### src/rtl/fetch_stage.sv
// Fetch stage of a 5-stage MIPS pipeline: the PC register plus the IF/ID latch.
// Each edge performs one action, picked in priority order:
//   redirect (pc_src=1)  >  hold (write=0)  >  advance.
// Operand fields rs/rt go back to the hazard unit combinationally.
// Hold protocol: `write` acts as a ready from downstream. When write=1 the
// fetched word is accepted into IF/ID on the edge. When write=0 the PC and
// IF/ID stay exactly as they are. pc_src overrides write, because the
// redirect comes from an older instruction.
module fetch_stage #(
  parameter logic [31:0] RESET_PC = 32'h0000_0000,
  parameter int unsigned CNT_W    = 16
) (
  input  logic             clk,
  input  logic             rst_n,
  input  logic             write,
  input  logic             pc_src,
  input  logic [31:0]      branch_target,
  output logic [31:0]      imem_addr,
  input  logic [31:0]      imem_data,
  output logic [31:0]      instr_FD,
  output logic [31:0]      pcPlus4_FD,
  output logic             valid_FD,
  output logic [4:0]       rs_FD,
  output logic [4:0]       rt_FD,
  output logic [CNT_W-1:0] stall_count
);

  typedef enum logic [1:0] {
    ACT_ADVANCE  = 2'd0,
    ACT_HOLD     = 2'd1,
    ACT_REDIRECT = 2'd2
  } action_t;

  action_t     action;
  logic [31:0] pc;
  logic [31:0] pc_plus4;
  logic        cnt_full;

  assign pc_plus4 = pc + 32'd4;  // wraps modulo 2^32
  assign cnt_full = &stall_count;

  // Select this edge's action; redirect outranks hold
  always_comb begin
    action = ACT_ADVANCE;
    if (pc_src)      action = ACT_REDIRECT;
    else if (!write) action = ACT_HOLD;
  end

  // PC register: targets are forced to word alignment
  always_ff @(posedge clk or negedge rst_n) begin
    if (!rst_n) begin
      pc <= RESET_PC;
    end else begin
      case (action)
        ACT_REDIRECT: pc <= {branch_target[31:2], 2'b00};
        ACT_ADVANCE:  pc <= pc_plus4;
        default:      pc <= pc;
      endcase
    end
  end

  // IF/ID latch: a redirect flushes it to a bubble, a hold keeps it
  always_ff @(posedge clk or negedge rst_n) begin
    if (!rst_n) begin
      instr_FD   <= 32'd0;
      pcPlus4_FD <= 32'd0;
      valid_FD   <= 1'b0;
    end else begin
      case (action)
        ACT_REDIRECT: begin
          instr_FD   <= 32'd0;
          pcPlus4_FD <= 32'd0;
          valid_FD   <= 1'b0;
        end
        ACT_ADVANCE: begin
          instr_FD   <= imem_data;
          pcPlus4_FD <= pc_plus4;
          valid_FD   <= 1'b1;
        end
        default: begin
          instr_FD   <= instr_FD;
          pcPlus4_FD <= pcPlus4_FD;
          valid_FD   <= valid_FD;
        end
      endcase
    end
  end

  // Count hold cycles and saturate at all-ones
  always_ff @(posedge clk or negedge rst_n) begin
    if (!rst_n) begin
      stall_count <= '0;
    end else if (action == ACT_HOLD && !cnt_full) begin
      stall_count <= stall_count + 1'b1;
    end
  end

  assign imem_addr = pc;
  assign rs_FD     = instr_FD[25:21];
  assign rt_FD     = instr_FD[20:16];

endmodule

### config.mk
export PLATFORM = sky130hd
export DESIGN_NAME = fetch_stage
export DESIGN_NICKNAME = d
export VERILOG_FILES = /design/src/rtl/fetch_stage.sv
export SDC_FILE = /design/constraint.sdc
export NUM_CORES = 1
export LEC_CHECK = 0
export BUFFER_PORTS_ARGS = -buffer_cell sky130_fd_sc_hd__buf_2
export CORE_MARGIN = 2
export CORE_UTILIZATION = 25
export CTS_BUF_LIST = sky130_fd_sc_hd__clkbuf_4
export DETAILED_ROUTE_END_ITERATION = 8
export PLACE_DENSITY_LB_ADDON = 0.12
export SLEW_MARGIN = 40
export SYNTH_ARGS = -nofsm -noshare
export SYNTH_HDL_FRONTEND = slang
export SYNTH_SLANG_ARGS = --single-unit
### constraint.sdc
create_clock -name clk -period 4.4 [get_ports clk]
set_clock_uncertainty 0.05 [all_clocks]
set_input_delay 0.44 -clock clk [delete_from_list [all_inputs] [get_ports clk]]
set_output_delay 0.44 -clock clk [all_outputs]
set_load 0.01 [all_outputs]
==> impl_summary.txt, run 1 <==
----------------------------------------------------
[Synth]
  Synthesized netlist cell count ... 544
  FF+latch count, synth ... 109
  Leading cell type by number of instances after synthesis ... sky130_fd_sc_hd__dfrtp_1
  Cell variety after synth ... 36
  Commonest cells in the synthesized netlist ... sky130_fd_sc_hd__dfrtp_1 (109), sky130_fd_sc_hd__nor2_1 (72), sky130_fd_sc_hd__nand2_1 (57)
  Sequential-to-total area share from yosys stat ... 49.9%
  Yosys warns ... 0
  Main area contributors after synthesis ... sky130_fd_sc_hd__dfrtp_1 (50%), sky130_fd_sc_hd__xor2_1 (7.8%), sky130_fd_sc_hd__mux2i_1 (6.4%)
  Share of flip-flops with an asynchronous set or reset ... 100%
  Number of enable-type register cells in the synthesized netlist ... 0
  Most used flip-flop cell after synthesis ... sky130_fd_sc_hd__dfrtp_1
  Synthesized area divided by synthesized cell count ... 10.1 um^2
  Share of Yosys cell area claimed by the top area cell type ... 49.9%
  Netlist area before placement ... 5470 um^2
  Leading area contributor after synthesis ... sky130_fd_sc_hd__dfrtp_1

[Timing]
  Min Clock Period, post-route ... 2.34 ns
  Slew @ Worst Pin ... 0.679 ns
  Setup repair after global routing missed its margin ... false
  Fmax ... 428 MHz
  Slew Limit Headroom ... 54.7%
  Number of hold-slack violations in the final timing report ... 0
  Final count of pins violating max slew ... 0
  Final worst hold slack ... 0.0927 ns
  TNS Setup ... 0 ns
  Final number of setup-violating endpoints ... 0
  Fraction of the cycle the final worst path needs ... 53.1%

[Worst setup path]
  Kind of launch point of the worst setup path ... register
  Crit path arrival time ... 2.69 ns
  Kind of cell adding the most delay to the critical path ... flip-flops
  CP max stage delay ... 0.57 ns
  Worst path required time ... 4.76 ns
  Critical-path cell with the highest stage delay ... sky130_fd_sc_hd__dfrtp_1
  Worst reg2reg setup slack ... 2.06 ns
  Cells traversed along the worst timing path ... ha_1 -> nand3_1 -> nor4_4 -> buf_4 -> buf_4 -> nand3_1 -> xor2_1 -> a211oi_1
  Capturing element type of the critical path ... register
  Cell depth of the worst flop-to-flop path ... 8
  Largest fanout on the critical path ... 11
  Buf/Inv on CP ... 2
  Crit Reg-Reg Endpoint ... pcPlus4_FD[16]
  FF-to-FF Start ... imem_addr[2]
  Critical path class ... register to register

[Clock network]
  Resize count post-CTS ... 0
  Number of levels the H-tree was split into ... 3
  Root buffer selected by CTS ... sky130_fd_sc_hd__clkbuf_4
  Clk slew on worst S/H paths ... 0.18 ns
  CTS tree ... yes
  Number of sinks driven by the clock tree ... 109
  CTS max path bufs ... 2
  Insertion delay to the later sink of the worst-skew pair ... 0.48 ns
  Number of buffers inserted during clock tree synthesis ... 9
  Setup fix buffers added after clock tree synthesis ... 0

[Drt]
  Total vias in the final route ... 4,380
  Vias/cell ... 4.45
  Final wirelength ... 15,200 um
  First-pass iteration count of the detailed router ... 4
  DR DRC count ... 0
  DR WL/cell ... 15.4 um
  DRT iter0 DRCs ... 122
  Final antenna-violating net count ... 0

[Status]
  Status ... finished clean

[Pwr]
  Psw ... 0.715 mW
  Fraction of power spent switching nets ... 33.7%
  Leakage power summed over all cells ... 3.24 nW
  Sequential cell fraction of total power ... 57.1%
  Power Dens Cells ... 317 nW/um^2
  Clock network power share ... 23.0%
  Internal ... 1.40 mW
  Combinational share of power ... 19.9%
  Peak supply drop ... 201 uV

[Worst hold path]
  Worst Hold Path Cells ... 3
  Path category of the worst min-delay check ... input pin to register
  Source of the worst hold timing path ... branch_target[9]
  Worst hold path endpoint ... imem_addr[9]

[Cells and area]
  Fill cell count ... 2,350
  # nets final ... 769
  Final Instance Count excl. Fillers ... 984
  Final core occ ... 30.9%
  Number of antenna cells inserted ... 0
  Layout overhead on the synthesized area ... 22.2%
  Proportion of layout cells with a drive suffix above 1 ... 31.4%

[Die]
  Initial standard-cell utilization of the core ... 25.3%
  Die boundary width ... 152 um
  Vertical die dimension ... 152 um
  Number of standard-cell rows in the floorplan ... 54
  Die Footprint ... 23,100 um^2
  Core region area ... 21,600 um^2
  I/O pin count ... 191

[Global route]
  Total routing usage reported by global routing ... 13.3%
  Remaining Overflow, GRT ... 0
  Via count of the first global-routing pass ... 4,479
  Antenna violations before repair ... 0
  Largest net degree at the start of global routing ... 94
  Global-route wire length before repair ... 24,900 um

[Job]
  Max-capacitance violation count ... 0

[Place]
  Cell count after placement ... 967
  Estimated wirelength of the detail-placed design ... 10,900 um
  Port bufs ... 184
  Weighted congestion reported at the end of routability-driven placement ... 0.736

----------------------------------------------------
sequential cells by signal, summed over array words and instances, names as in the netlist:
signal,flops
imem_addr,30
valid_FD,1
instr_FD,32
pcPlus4_FD,30
stall_count,16
repair_timing:
action	4_1_cts	5_1_grt
hold endpoints to repair	44	0
hold buffers	1	0
setup endpoints to repair	0	0
area by class of cell:
type,instances,area [um^2],area share [%]
Timing Repair Buffer,192,995,14.9
Tap cell,280,350,5.24
Inverter,5,18.8,0.281
Clock inverter,6,48.8,0.730
Sequential cell,109,2730,40.8
Multi-Input combinational cell,382,2470,36.9
Clock buffer,10,75.1,1.12
cell families after synthesis:
group                    Yosys count  synth area share [%]
AND/OR/NAND/NOR                  207                  19.0
multiplexers                      37                  6.82
flip-flops                       109                  49.9
other                              1                0.0686
buffers and inverters             56                  5.31
AO/OA/AOI/OAI                     62                  7.30
adder cells (fa/ha/maj)            2                 0.457
XOR/XNOR                          70                  11.2
metrics by stage:
| step | power [mW] | worst slack, ns | cell area (um^2) |
|---|---|---|---|
| 2_1_floorplan | 1.46 | 2.37 | 5480 |
| 3_3_place_gp | 1.65 | 1.57 | 6530 |
| 3_5_place_dp | 1.66 | 2.03 | 6540 |
| 4_1_cts | 2.18 | 1.99 | 6680 |
| 5_1_grt | 2.27 | 1.79 | 6680 |
| 6_report | 2.12 | 2.06 | 6680 |
routing by layer:
metal | global-route usage (%) | routed length, um | up-vias
li1 | - | - | 2154
met1 | 17.4 | 7080 | 2110
met2 | 22.3 | 7290 | 110
met3 | 3.71 | 697 | 6
met4 | 2.58 | 103 | 0
met5 | 0 | 0 | -
power by group through the flow:
stage / clock, mW / sequential [mW] / combinational (mW)
after floorplan: 0 / 1.24 / 0.221
final: 0.487 / 1.21 / 0.422
after global routing: 0.569 / 1.23 / 0.471
after CTS: 0.535 / 1.21 / 0.434
after global placement: 0 / 1.22 / 0.428
after detailed placement: 0 / 1.23 / 0.433
layout by cell type (no fill, tap or decap), drive strengths merged:
cell type and instances:
nor3 3, dlygate4sd3 1, clkbuf 10, xor2 49, o21ai 29, clkinvlp 2, a31oi 1, nand2 57
inv 6, nor4 9, clkinv 3, and4 4, buf 191, conb 4, o21a 1, o41a 1
nor2 72, dfrtp 109, ha 2, and3 5, nand4 19, mux2 2, a211oi 28, nor2b 1
xnor2 21, o311a 1, and2 2, mux2i 35, or2 2, nand3 33, a41oi 1
how the worst max path moves through the flow:
stage | startpoint | end | cells after the start
floorplan | imem_addr[2] | imem_addr[16] | 7
global placement | imem_addr[2] | pcPlus4_FD[26] | 6
detailed placement | imem_addr[4] | imem_addr[21] | 5
CTS | imem_addr[2] | imem_addr[21] | 5
global route | imem_addr[2] | pcPlus4_FD[16] | 8
finish | imem_addr[2] | pcPlus4_FD[16] | 8
worst register-to-register path, stage by stage (launching register included):
cell	delay, ns
sky130_fd_sc_hd__dfrtp_1	0.57
sky130_fd_sc_hd__ha_1	0.31
sky130_fd_sc_hd__nand3_1	0.15
sky130_fd_sc_hd__nor4_4	0.27
sky130_fd_sc_hd__buf_4	0.22
sky130_fd_sc_hd__buf_4	0.20
sky130_fd_sc_hd__nand3_1	0.10
sky130_fd_sc_hd__xor2_1	0.16
sky130_fd_sc_hd__a211oi_1	0.23
Note: power is estimated with default switching activity, not from simulation.
==> run 2: changes to the inputs <==
==> constraint.sdc (replaced) <==
create_clock -name clk -period 2.1 [get_ports clk]
set_clock_uncertainty 0.05 [all_clocks]
set_input_delay 0.21 -clock clk [delete_from_list [all_inputs] [get_ports clk]]
set_output_delay 0.21 -clock clk [all_outputs]
set_load 0.01 [all_outputs]
==> run 2 against run 1 <==
Register-to-register slack lost 1.9 ns. Sequential power grew 110%. Non-clock buffer count is 80 higher. Power grew 120%. Highest routed layer unchanged. Critical path depth decreased by 1. Wire length up 1.9%. Hold slack lost 0.025 ns. Clock power up 110%.
==> impl_summary.txt, run 2 (synthesis results as in run 1) <==
----------------------------------------------------
[Timing]
  Number of hold-slack violations in the final timing report ... 0
  Fraction of the cycle the final worst path needs ... 91.9%
  Slew Limit Headroom ... 52.6%
  Final number of setup-violating endpoints ... 0
  TNS Setup ... 0 ns
  Final count of pins violating max slew ... 0
  Min Clock Period, post-route ... 1.93 ns
  Setup repair after global routing missed its margin ... false
  Slew @ Worst Pin ... 0.711 ns
  Fmax ... 518 MHz

[Worst hold path]
  Path category of the worst min-delay check ... input pin to register

[Worst setup path]
  Crit Reg-Reg Endpoint ... pcPlus4_FD[26]
  Worst reg2reg setup slack ... 0.17 ns
  Worst path required time ... 2.47 ns
  Kind of launch point of the worst setup path ... register
  FF-to-FF Start ... imem_addr[2]
  Largest fanout on the critical path ... 18
  Worst setup path endpoint ... pcPlus4_FD[26]
  Worst setup startpoint ... imem_addr[2]
  Critical path class ... register to register
  Capturing element type of the critical path ... register
  Cell depth of the worst flop-to-flop path ... 7
  Crit path arrival time ... 2.30 ns

[Clock network]
  CTS max path bufs ... 2
  Number of buffers inserted during clock tree synthesis ... 9
  Number of levels the H-tree was split into ... 3
  Number of sinks driven by the clock tree ... 109
  Clk slew on worst S/H paths ... 0.18 ns
  Insertion delay to the later sink of the worst-skew pair ... 0.49 ns
  Root buffer selected by CTS ... sky130_fd_sc_hd__clkbuf_4
  CTS tree ... yes

[Cells and area]
  Most used cells in the layout excluding fill and tap cells ... sky130_fd_sc_hd__buf_2 (181), sky130_fd_sc_hd__dfrtp_1 (106), sky130_fd_sc_hd__nor2_1 (72), sky130_fd_sc_hd__dlygate4sd3_1 (63), sky130_fd_sc_hd__nand2_1 (57)
  Most common library cell in the layout ignoring fill and taps ... sky130_fd_sc_hd__buf_2
  Largest register by flop count ... instr_FD
  # nets final ... 849
  Proportion of layout cells with a drive suffix above 1 ... 30.6%
  Post-Layout Inst Area ... 7470 um^2
  Layout overhead on the synthesized area ... 36.6%
  Final Instance Count excl. Fillers ... 1,065
  Max reg flops ... 32

[Die]
  Vertical die dimension ... 152 um
  Die boundary width ... 152 um
  Initial standard-cell utilization of the core ... 25.3%
  I/O pin count ... 191
  Number of standard-cell rows in the floorplan ... 54
  Die Footprint ... 23,100 um^2
  Core region area ... 21,600 um^2

[Drt]
  Final antenna-violating net count ... 0
  DR DRC count ... 0
  DR WL/cell ... 14.5 um
  DRT iter0 DRCs ... 142
  Total vias in the final route ... 4,668
  First-pass iteration count of the detailed router ... 4
  Vias/cell ... 4.38
  Final wirelength ... 15,500 um

[Global route]
  Global-route wire length before repair ... 25,600 um
  Total routing usage reported by global routing ... 13.5%
  Largest net degree at the start of global routing ... 110
  Antenna violations before repair ... 1
  Via count of the first global-routing pass ... 4,741
  Remaining Overflow, GRT ... 0

[Pwr]
  Peak supply drop ... 489 uV
  Power Dens Cells ... 614 nW/um^2
  Leakage power summed over all cells ... 3.60 nW

[Place]
  Cell count after placement ... 984
  Port bufs ... 184
  Weighted congestion reported at the end of routability-driven placement ... 0.731
  Dpl cell area ... 6710 um^2
  Estimated wirelength of the detail-placed design ... 10,800 um

[Status]
  Status ... finished clean

[Job]
  Max-capacitance violation count ... 0

----------------------------------------------------
[run 2: repair_timing]
item	in CTS	in global routing
endpoints found under the setup margin	0	12
gates resized for setup	0	3
buffers inserted	0	1
endpoints found under the hold margin	171	0
hold buffers	63	0
[run 2: routing by layer]
layer / share of wire (%) / GRT usage [%] / vias up
met3: 4.8 / 2.99 / 12
met5: 0 / 0 / -
li1: - / - / 2308
met1: 47 / 18.2 / 2224
met2: 47 / 22.4 / 124
met4: 0.85 / 2.98 / 0
[run 2: report_power, final]
| group | internal, mW | switching [mW] | total [mW] | leakage [nW] |
|---|---|---|---|---|
| clock | 0.267 | 0.764 | 1.03 | 0.0650 |
| sequential | 2.29 | 0.218 | 2.51 | 1.40 |
| combinational | 0.499 | 0.549 | 1.05 | 2.13 |
[run 2: worst min-delay path by stage]
| stage | cells after the start | endpoint | slack, ns | from |
|---|---|---|---|---|
| after CTS | 3 | imem_addr[28] | 0.02 | pc_src |
| after global placement | 2 | pcPlus4_FD[3] | 0.30 | rst_n |
| after floorplan | 0 | imem_addr[10] | -0.14 | rst_n |
| after detailed placement | 2 | pcPlus4_FD[3] | 0.31 | rst_n |
| final | 2 | instr_FD[3] | 0.07 | pc_src |
| after global routing | 2 | instr_FD[2] | 0.03 | pc_src |
[run 2: through the flow]
stage               total power, mW  setup WS, ns  util (%)  hold WS, ns
detailed placement             3.53        0.0975      31.0        0.306
CTS                            4.68        0.0397      34.5       0.0193
floorplan                      3.06        0.0688         -       -0.136
finish                         4.58         0.170      34.6       0.0681
global route                   4.88       0.00683      34.6       0.0317
global placement               3.50         0.104      31.0        0.301
[run 2: critical path: stages (launching register included)]
cell and delay (ns):
sky130_fd_sc_hd__dfrtp_2 0.47, sky130_fd_sc_hd__ha_1 0.19, sky130_fd_sc_hd__nand3_1 0.14, sky130_fd_sc_hd__nor4_4 0.34
sky130_fd_sc_hd__buf_12 0.20, sky130_fd_sc_hd__nand3_1 0.09, sky130_fd_sc_hd__xor2_1 0.16, sky130_fd_sc_hd__a211oi_1 0.22
[run 2: cell type report]
type | instances | area (um^2)
diodes | 1 | 2.50
clock buffers | 10 | 75.1
clock inverters | 6 | 46.3
fillers | 2274 | 14100
inverters | 5 | 18.8
multi-input cells | 382 | 2460
flip-flops and latches | 109 | 2730
well taps | 280 | 350
repair buffers | 272 | 1780
==> run 3: changes to the inputs <==
--- a/config.mk
+++ b/config.mk
@@ -10,6 +10,7 @@
 export CORE_UTILIZATION = 25
 export CTS_BUF_LIST = sky130_fd_sc_hd__clkbuf_4
 export DETAILED_ROUTE_END_ITERATION = 8
+export MAX_ROUTING_LAYER = met4
 export PLACE_DENSITY_LB_ADDON = 0.12
 export SLEW_MARGIN = 40
 export SYNTH_ARGS = -nofsm -noshare
==> constraint.sdc (replaced) <==
create_clock -name clk -period 2.2 [get_ports clk]
set_clock_uncertainty 0.05 [all_clocks]
set_input_delay 0.22 -clock clk [delete_from_list [all_inputs] [get_ports clk]]
set_output_delay 0.22 -clock clk [all_outputs]
set_load 0.01 [all_outputs]
==> run 3 against run 2 <==
Critical path depth shrank 1. Die area is the same. Clock-buffer cell count shrank 1. Cell area shrank 0.35%. Sequential share of layout area grew 0.095 points. Power shrank 5.0%. Hold slack gained 0.071 ns. Global-route usage grew 0.17 points. Wire length shrank 0.78%. Largest power group unchanged. Highest routed layer unchanged.
==> impl_summary.txt, run 3 (synthesis results as in run 1) <==
----------------------------------------------------
[Die]
  I/O pin count ... 191
  Vertical die dimension ... 152 um
  Die boundary width ... 152 um
  Die Footprint ... 23,100 um^2
  Number of standard-cell rows in the floorplan ... 54
  Core region area ... 21,600 um^2
  Initial standard-cell utilization of the core ... 25.3%

[Drt]
  DR DRC count ... 0
  DR WL/cell ... 14.4 um
  Final antenna-violating net count ... 0
  Final wirelength ... 15,300 um
  First-pass iteration count of the detailed router ... 4
  Total vias in the final route ... 4,629
  DRT iter0 DRCs ... 226
  Vias/cell ... 4.35

[Timing]
  Fmax ... 502 MHz
  Slew Limit Headroom ... 51.2%
  Slew @ Worst Pin ... 0.731 ns
  Final count of pins violating max slew ... 0
  Setup slack of the critical path after layout ... 0.207 ns
  Min Clock Period, post-route ... 1.99 ns
  Final worst hold slack ... 0.139 ns
  Fraction of the cycle the final worst path needs ... 90.6%
  TNS Setup ... 0 ns
  Final number of setup-violating endpoints ... 0
  Setup repair after global routing missed its margin ... false
  Number of hold-slack violations in the final timing report ... 0

[Cells and area]
  Final core occ ... 34.4%
  # nets final ... 848
  Number of antenna cells inserted ... 0
  Post-Layout Inst Area ... 7440 um^2
  Fill cell count ... 2,298
  Most common library cell in the layout ignoring fill and taps ... sky130_fd_sc_hd__buf_2
  Layout overhead on the synthesized area ... 36.1%
  Most used cells in the layout excluding fill and tap cells ... sky130_fd_sc_hd__buf_2 (181), sky130_fd_sc_hd__dfrtp_1 (108), sky130_fd_sc_hd__nor2_1 (72), sky130_fd_sc_hd__dlygate4sd3_1 (64), sky130_fd_sc_hd__nand2_1 (57)
  Largest register by flop count ... instr_FD
  Max reg flops ... 32
  Proportion of layout cells with a drive suffix above 1 ... 30.1%

[Worst setup path]
  Crit path arrival time ... 2.35 ns
  CP max stage delay ... 0.57 ns
  Kind of launch point of the worst setup path ... register
  Kind of cell adding the most delay to the critical path ... simple AND/OR/NAND/NOR gates
  Worst path required time ... 2.56 ns
  Critical-path cell with the highest stage delay ... sky130_fd_sc_hd__dfrtp_1
  Buf/Inv on CP ... 1
  Cells traversed along the worst timing path ... nand2_1 -> nor4_4 -> buf_12 -> nand3_1 -> xor2_1 -> a211oi_1
  Critical path class ... register to register
  Capturing element type of the critical path ... register
  Largest fanout on the critical path ... 18

[Clock network]
  Number of buffers inserted during clock tree synthesis ... 9
  Number of levels the H-tree was split into ... 3
  Root buffer selected by CTS ... sky130_fd_sc_hd__clkbuf_4
  CTS tree ... yes
  Insertion delay to the later sink of the worst-skew pair ... 0.49 ns
  Clk slew on worst S/H paths ... 0.18 ns
  CTS max path bufs ... 2
  Setup fix buffers added after clock tree synthesis ... 0
  Number of sinks driven by the clock tree ... 109

[Global route]
  Remaining Overflow, GRT ... 0
  Global-route wire length before repair ... 25,100 um
  Largest net degree at the start of global routing ... 110
  Total routing usage reported by global routing ... 13.7%
  Antenna violations before repair ... 0
  Via count of the first global-routing pass ... 4,712

[Place]
  Weighted congestion reported at the end of routability-driven placement ... 0.749
  Placement-stage worst setup slack ... 0.140 ns
  Estimated wirelength of the detail-placed design ... 10,800 um
  Port bufs ... 184
  Dpl cell area ... 6690 um^2

[Worst hold path]
  Path category of the worst min-delay check ... input pin to register

[Pwr]
  Leakage power summed over all cells ... 3.59 nW
  Power Dens Cells ... 585 nW/um^2
  Peak supply drop ... 307 uV

[Status]
  Status ... finished clean

[Job]
  Max-capacitance violation count ... 0

----------------------------------------------------
run 3: routing by layer:
layer / up-vias / wire length, um / global-route usage [%]
li1: 2304 / - / -
met1: 2204 / 7170 / 17.7
met2: 111 / 7400 / 22.4
met3: 10 / 595 / 2.57
met4: 0 / 168 / 3.20
met5: - / 0 / -
run 3: final cells by class:
| cell class | count | area, um^2 | area share [%] |
|---|---|---|---|
| sequential | 109 | 2730 | 36.7 |
| multi-input combinational | 382 | 2460 | 33.1 |
| timing repair buffer | 271 | 1770 | 23.7 |
| tap | 280 | 350 | 4.71 |
| clock buffer | 9 | 67.6 | 0.908 |
| clock inverter | 7 | 50.0 | 0.672 |
| inverter | 5 | 18.8 | 0.252 |
run 3: timing repair:
item                                    4_1_cts  5_1_grt
hold endpoints to repair                    175        0
gates resized for setup                       0        1
hold buffers                                 64        0
endpoints found under the setup margin        0        9
run 3: worst min-delay path, delay by kind of cell:
| family | cells | cell delay, ns |
|---|---|---|
| and+or+nand+nor | 2 | 0.20 |
| xor gates and xnor gates | 1 | 0.14 |
| buffers and inverters | 1 | 0.11 |
run 3: final timing paths:
check | end | cells after the start | slack [ns] | startpoint
min in group asynchronous | pcPlus4_FD[3] | 3 | 0.28 | rst_n
worst max register to register | pcPlus4_FD[30] | 6 | 0.21 | imem_addr[6]
worst max-delay path | pcPlus4_FD[30] | 6 | 0.21 | imem_addr[6]
worst min register to register | stall_count[11] | 1 | 0.47 | stall_count[11]
max in group asynchronous | imem_addr[14] | 3 | 1.38 | rst_n
worst min-delay path | stall_count[9] | 4 | 0.14 | pc_src
run 3: power by group:
group | switching [mW] | leakage [nW] | internal, mW
clock network | 0.730 | 0.0656 | 0.239
registers | 0.206 | 1.40 | 2.18
logic | 0.524 | 2.12 | 0.474
total | 1.46 | 3.59 | 2.90
run 3: through the flow:
stage          cells  total power [mW]
3_3_place_gp     983              3.34
4_1_cts         1063              4.46
2_1_floorplan    547              2.92
6_report        1063              4.35
5_1_grt         1063              4.63
3_5_place_dp     983              3.36
